### src/rtl/phase_seq_pkg.sv
// Shared types and constants for the phase sequencer.
//   state_e    : sequencer FSM states
//   PHASE_W    : width of the phase index
//   NUM_PHASES : number of phases per cycle
//   DEF_DUR_*  : default per-phase timer durations
//   dur_sel()  : picks the duration belonging to a phase index
package phase_seq_pkg;

    localparam int unsigned PHASE_W    = 2;
    localparam int unsigned NUM_PHASES = 4;

    localparam logic [7:0] DEF_DUR_0 = 8'h0A;
    localparam logic [7:0] DEF_DUR_1 = 8'h03;
    localparam logic [7:0] DEF_DUR_2 = 8'h0A;
    localparam logic [7:0] DEF_DUR_3 = 8'h03;

    typedef enum logic [1:0] {
        IDLE,
        LOAD,
        RUN,
        ADVANCE
    } state_e;

    function automatic logic [7:0] dur_sel(input logic [PHASE_W-1:0] phase,
                                           input logic [7:0] d0,
                                           input logic [7:0] d1,
                                           input logic [7:0] d2,
                                           input logic [7:0] d3);
        logic [7:0] r;
        unique case (phase)
            2'd0:    r = d0;
            2'd1:    r = d1;
            2'd2:    r = d2;
            default: r = d3;
        endcase
        return r;
    endfunction

endpackage

### src/rtl/phase_sequencer_tick_prescaler.sv
// Prescaler producing a registered one-cycle enable every PRESCALE enabled cycles.
//   clk    : clock
//   rst_i  : asynchronous active-high reset
//   clr_i  : return the count to 0 (has priority over en_i)
//   en_i   : the coming cycle is a counting cycle
//   tick_o : registered tick, high in the counting cycle whose count is PRESCALE-1
// PRESCALE of 0 behaves as 1 (tick on every counting cycle).
module tick_prescaler #(
    parameter logic [15:0] PRESCALE = 16'd1000
) (
    input  logic clk,
    input  logic rst_i,
    input  logic clr_i,
    input  logic en_i,
    output logic tick_o
);

    localparam logic [15:0] LAST = (PRESCALE == 16'd0) ? 16'd0 : PRESCALE - 16'd1;

    logic [15:0] cnt_q, cnt_d;
    logic        tick_q, tick_d;

    // Inputs describe the next cycle, so the tick is computed one edge ahead and
    // lands in the same cycle as the count value it belongs to.
    always_comb begin
        cnt_d  = cnt_q;
        tick_d = 1'b0;
        if (clr_i) begin
            cnt_d = 16'd0;
        end else if (en_i) begin
            if (cnt_q == LAST) begin
                tick_d = 1'b1;
                cnt_d  = 16'd0;
            end else begin
                cnt_d = cnt_q + 16'd1;
            end
        end
    end

    always_ff @(posedge clk or posedge rst_i) begin
        if (rst_i) begin
            cnt_q  <= 16'd0;
            tick_q <= 1'b0;
        end else begin
            cnt_q  <= cnt_d;
            tick_q <= tick_d;
        end
    end

    assign tick_o = tick_q;

endmodule

### src/rtl/phase_sequencer.sv
// Four-phase sequencer driving a downstream timer: loads a per-phase duration,
// enables the timer with prescaled ticks, and advances when the timer expires.
//   clk            : clock
//   rst_i          : asynchronous active-high reset
//   start_i        : start from IDLE (level)
//   stop_i         : abort to IDLE (level, highest priority)
//   count_ended_i  : timer expired pulse, honoured only in RUN
//   load_en_o      : strobe loading load_address_o into the timer
//   load_address_o : duration for the current phase, held outside LOAD
//   tick_en_o      : prescaled timer enable, only in RUN
//   phase_o        : current phase index
//   busy_o         : high outside IDLE
//   cycle_done_o   : pulse in the ADVANCE cycle that wraps phase 3 -> 0
// All outputs are registered and coincide with the state they describe.
module phase_sequencer
    import phase_seq_pkg::*;
#(
    parameter logic [15:0] PRESCALE = 16'd1000,
    parameter logic [7:0]  DUR_0    = DEF_DUR_0,
    parameter logic [7:0]  DUR_1    = DEF_DUR_1,
    parameter logic [7:0]  DUR_2    = DEF_DUR_2,
    parameter logic [7:0]  DUR_3    = DEF_DUR_3,
    parameter logic        REPEAT   = 1'b1
) (
    input  logic               clk,
    input  logic               rst_i,
    input  logic               start_i,
    input  logic               stop_i,
    input  logic               count_ended_i,
    output logic               load_en_o,
    output logic [7:0]         load_address_o,
    output logic               tick_en_o,
    output logic [PHASE_W-1:0] phase_o,
    output logic               busy_o,
    output logic               cycle_done_o
);

    localparam logic [PHASE_W-1:0] LAST_PHASE = PHASE_W'(NUM_PHASES - 1);

    state_e             state_q, state_d;
    logic [PHASE_W-1:0] phase_q, phase_d;
    logic               load_en_q, load_en_d;
    logic [7:0]         load_addr_q, load_addr_d;
    logic               busy_q, busy_d;
    logic               done_q, done_d;
    logic               run_next;

    always_comb begin
        state_d = state_q;
        phase_d = phase_q;
        done_d  = 1'b0;
        if (state_q != IDLE && stop_i) begin
            state_d = IDLE;
            phase_d = '0;
        end else begin
            unique case (state_q)
                IDLE: begin
                    if (start_i && !stop_i) begin
                        state_d = LOAD;
                        phase_d = '0;
                    end
                end
                LOAD: state_d = RUN;
                RUN: begin
                    // Phase moves on entry to ADVANCE so phase_o and cycle_done_o
                    // already show the new phase during the ADVANCE cycle.
                    if (count_ended_i) begin
                        state_d = ADVANCE;
                        phase_d = phase_q + 1'b1;
                        done_d  = (phase_q == LAST_PHASE);
                    end
                end
                ADVANCE: begin
                    // phase_q == 0 here means the cycle just wrapped.
                    if (phase_q == '0 && !REPEAT) state_d = IDLE;
                    else                          state_d = LOAD;
                end
                default: state_d = IDLE;
            endcase
        end

        run_next    = (state_d == RUN);
        load_en_d   = (state_d == LOAD);
        busy_d      = (state_d != IDLE);
        load_addr_d = load_en_d ? dur_sel(phase_d, DUR_0, DUR_1, DUR_2, DUR_3) : load_addr_q;
    end

    always_ff @(posedge clk or posedge rst_i) begin
        if (rst_i) begin
            state_q     <= IDLE;
            phase_q     <= '0;
            load_en_q   <= 1'b0;
            load_addr_q <= 8'h00;
            busy_q      <= 1'b0;
            done_q      <= 1'b0;
        end else begin
            state_q     <= state_d;
            phase_q     <= phase_d;
            load_en_q   <= load_en_d;
            load_addr_q <= load_addr_d;
            busy_q      <= busy_d;
            done_q      <= done_d;
        end
    end

    // Count clears whenever the next cycle is not RUN, so every RUN stint starts at 0.
    tick_prescaler #(
        .PRESCALE (PRESCALE)
    ) u_prescaler (
        .clk    (clk),
        .rst_i  (rst_i),
        .clr_i  (!run_next),
        .en_i   (run_next),
        .tick_o (tick_en_o)
    );

    assign load_en_o      = load_en_q;
    assign load_address_o = load_addr_q;
    assign phase_o        = phase_q;
    assign busy_o         = busy_q;
    assign cycle_done_o   = done_q;

endmodule

### config.mk
export PLATFORM = sky130hd
export DESIGN_NAME = phase_sequencer
export DESIGN_NICKNAME = d
export VERILOG_FILES = /design/src/rtl/phase_seq_pkg.sv /design/src/rtl/phase_sequencer_tick_prescaler.sv /design/src/rtl/phase_sequencer.sv
export SDC_FILE = /design/constraint.sdc
export NUM_CORES = 1
export LEC_CHECK = 0
export CORE_UTILIZATION = 62
export DETAILED_ROUTE_END_ITERATION = 16
export DONT_BUFFER_PORTS = 1
export GPL_TIMING_DRIVEN = 0
export PLACE_DENSITY = 0.78
export SYNTH_ARGS = -nofsm -noshare
export SYNTH_HDL_FRONTEND = slang
export SYNTH_HIERARCHICAL = 1
export SYNTH_SLANG_ARGS = --single-unit
### constraint.sdc
create_clock -name clk -period 3.1 [get_ports clk]
set_input_delay 0.62 -clock clk [delete_from_list [all_inputs] [get_ports clk]]
set_output_delay 0.62 -clock clk [all_outputs]
set_load 0.005 [all_outputs]
==> impl_metrics.py <==
metrics = {
    "synthesis": {
        "synthFlopType": "dfrtp_1",
        "yosysSeqAreaShare": 0.438,
        "synth_area_um2": 1540,
        "synth_top_area_share": 0.438,
        "synth.most_common_cell": "dfrtp_1",
        "async_flop_share": 1.00,
        "synth_commonest_cells": "dfrtp_1, inv_1, nand2_1, nor2_1, nand4_1",
        "yosysTopAreaCell": "dfrtp_1",
        "synth_cell_types": 45,
        "yosys_warnings": 6,
        "synth_edf_count": 0,
        "synth_cells": 162,
        "synth_area_leaders": "dfrtp_1, ha_1, inv_1, nand2_1, nand4_1",
        "ys_ff_latch": 27,
        "syn_avg_cell_area_um2": 9.52,
    },
    "cts": {
        "cts_buffer_depth": 2,
        "cts_resized": 0,
        "cts_hold_buf": 0,
        "htree_num_levels": 1,
        "postCtsSetupBuffers": 0,
        "cts.sinks": 27,
        "cts-root-buf": "clkbuf_4",
        "numCtsBuffers": 3,
        "path_clk_slew_ns": 0.16,
        "cts_tree": "done",
        "clk_latency_ns": 0.34,
    },
    "floorplanning": {
        "core_area_um2": 2280,
        "start_util": 0.678,
        "rows": 17,
        "dieWidth_um": 51.9,
        "die_y_um": 51.9,
        "die_area_um2": 2690,
        "ios": 19,
    },
    "place": {
        "hpwl_um": 2270,
        "gp_routability_congestion": 0.939,
        "pre_cts_ws_ns": 0.557,
        "dpl_cell_area_um2": 1590,
        "dpl.cell_count": 194,
        "io_buffers": 0,
    },
    "critical_path": {
        "arrival_ns": 2.83,
        "critPathLaunchType": "register",
        "critPathKind": "register to register",
        "cp-end-kind": "register",
        "crit_required_ns": 3.33,
        "path_max_fanout": 8,
    },
    "run_status": {
        "status": "completed",
    },
    "drt": {
        "drcViolationCount": 0,
        "first_iter_violations": 57,
        "wl_per_cell_um": 15.2,
        "vias": 1204,
        "drt-total-wl_um": 3010,
        "drt_pass1_iterations": 4,
        "vias_per_cell": 6.08,
        "detail-route-antenna-nets": 0,
    },
    "timing": {
        "min_period_ns": 2.60,
        "hold_viol_final": 0,
        "drv_slew": 0,
        "tightest_slew_ns": 0.626,
        "rsz0062_at_grt": "false",
        "timing.fmax_mhz": 385,
        "setup_viol": 0,
        "finalSetupTns_ns": 0,
        "min_period_over_period": 0.839,
        "holdWs_ns": 0.110,
        "fin_worst_skew_ns": 0.00938,
        "finalWorstSetupSlack_ns": 0.500,
        "timing.slew.headroom": 0.582,
    },
    "hold_path": {
        "hp-class": "input pin to asynchronous set/reset pin",
    },
    "layout": {
        "antennaDiodeCount": 0,
        "regArea_um2": 676,
        "multi_input_area_um2": 761,
        "final_layout_size_suffix_gt1_frac": 0.118,
        "area_growth_pct": 5.19,
        "final_util": 0.713,
        "finalNonFillerCells": 198,
        "n_fill_cell": 157,
        "design_area_um2": 1620,
        "nets": 181,
    },
    "pwr": {
        "cellPowerDensity_nw_per_um2": 656,
        "peakVddDrop_uv": 593,
        "p_leak_nw": 0.738,
        "total_power_mw": 1.06,
    },
    "grt": {
        "grt_pass1_wl_um": 5300,
        "grt_max_degree": 18,
        "first_global_vias": 1213,
        "antenna_found_initial": 0,
        "grt_overflow": 0,
        "track_usage": 0.269,
    },
    "run": {
        "drv_cap": 0,
    },
}
==> worst paths after layout <==
kind                                                from                                to  slack (ns)  cells after the start
setup / recovery                    state_q[0]$_DFF_PP0_  u_prescaler/cnt_q[4]$_DFFE_PP0P_        0.50                     11
max in group asynchronous                          rst_i  u_prescaler/cnt_q[1]$_DFFE_PP0P_        2.47                      1
setup reg to reg                    state_q[0]$_DFF_PP0_  u_prescaler/cnt_q[4]$_DFFE_PP0P_        0.50                     11
min in group clk                           count_ended_i              phase_o[1]$_DFF_PP0_        0.36                      1
hold reg to reg            load_address_o[1]$_DFFE_PP0N_     load_address_o[1]$_DFFE_PP0N_        0.51                      1
hold / removal                                     rst_i     load_address_o[1]$_DFFE_PP0N_        0.11                      1
==> per-layer routing <==
| metal | vias up | global-route usage | wire [um] |
|---|---|---|---|
| met4 | 0 | 0.144 | 38 |
| met5 | - | 0 | 0 |
| li1 | 577 | - | - |
| met1 | 582 | 0.366 | 1400 |
| met2 | 41 | 0.410 | 1420 |
| met3 | 4 | 0.0409 | 156 |
==> report_power, final <==
part	leakage [nW]	internal [mW]	switching (mW)	total (mW)
clock	0.0139	0.0496	0.112	0.162
combinational	0.363	0.167	0.283	0.450
sequential	0.360	0.405	0.0475	0.452
total	0.738	0.621	0.443	1.06
==> critical path: stages, from the launching register on <==
cell and delay [ns]:
dfrtp_1 0.45, inv_1 0.10, ha_1 0.30, nand2b_1 0.20, nand2_1 0.12, a21oi_1 0.29, inv_1 0.14, or2_2 0.31
clkbuf_1 0.21, nand4_1 0.16, xor2_1 0.16, nor2_1 0.06
==> layout by cell type (no fill, tap or decap), types with 2 or more instances in the layout <==
master	count
dfrtp_1	27
nand2_1	16
inv_1	16
nor2_1	14
nand4_1	9
a31oi_1	6
ha_1	5
buf_4	5
conb_1	5
xor2_1	5
nand2b_1	4
or4_1	4
nand3_1	4
and3_1	3
clkbuf_4	3
o21ai_0	2
a21oi_1	2
o22ai_1	2
o311ai_0	2
and2_1	2
nor4_1	2
or2_2	2
clkbuf_1	2
nand3b_1	2
nor3_1	2
nand4b_1	2
xnor2_1	2
==> cell type report <==
type                       instances  area share
multi-input combinational        114       0.469
sequential                        27       0.416
buffer                             9      0.0378
inverter                          16      0.0370
tap                               28      0.0216
clock buffer                       3      0.0139
clock inverter                     1     0.00463
==> flip-flops by register name, indices dropped and copies added (netlist names) <==
signal	count
state_q	2
cycle_done_o	1
busy_o	1
u_prescaler/cnt_q	16
load_address_o	3
load_en_o	1
phase_o	2
u_prescaler/tick_o	1
==> kinds of logic after synthesis <==
| logic type | synth area share |
|---|---|
| AOI/OAI and AO/OA | 0.117 |
| xor gates and xnor gates | 0.0397 |
| and+or+nand+nor | 0.268 |
| other | 0.00243 |
| adders and majority gates | 0.0406 |
| buffers and inverters | 0.0787 |
| muxes | 0.0162 |
| DFF | 0.438 |
Power figures use the tool's default switching activity.
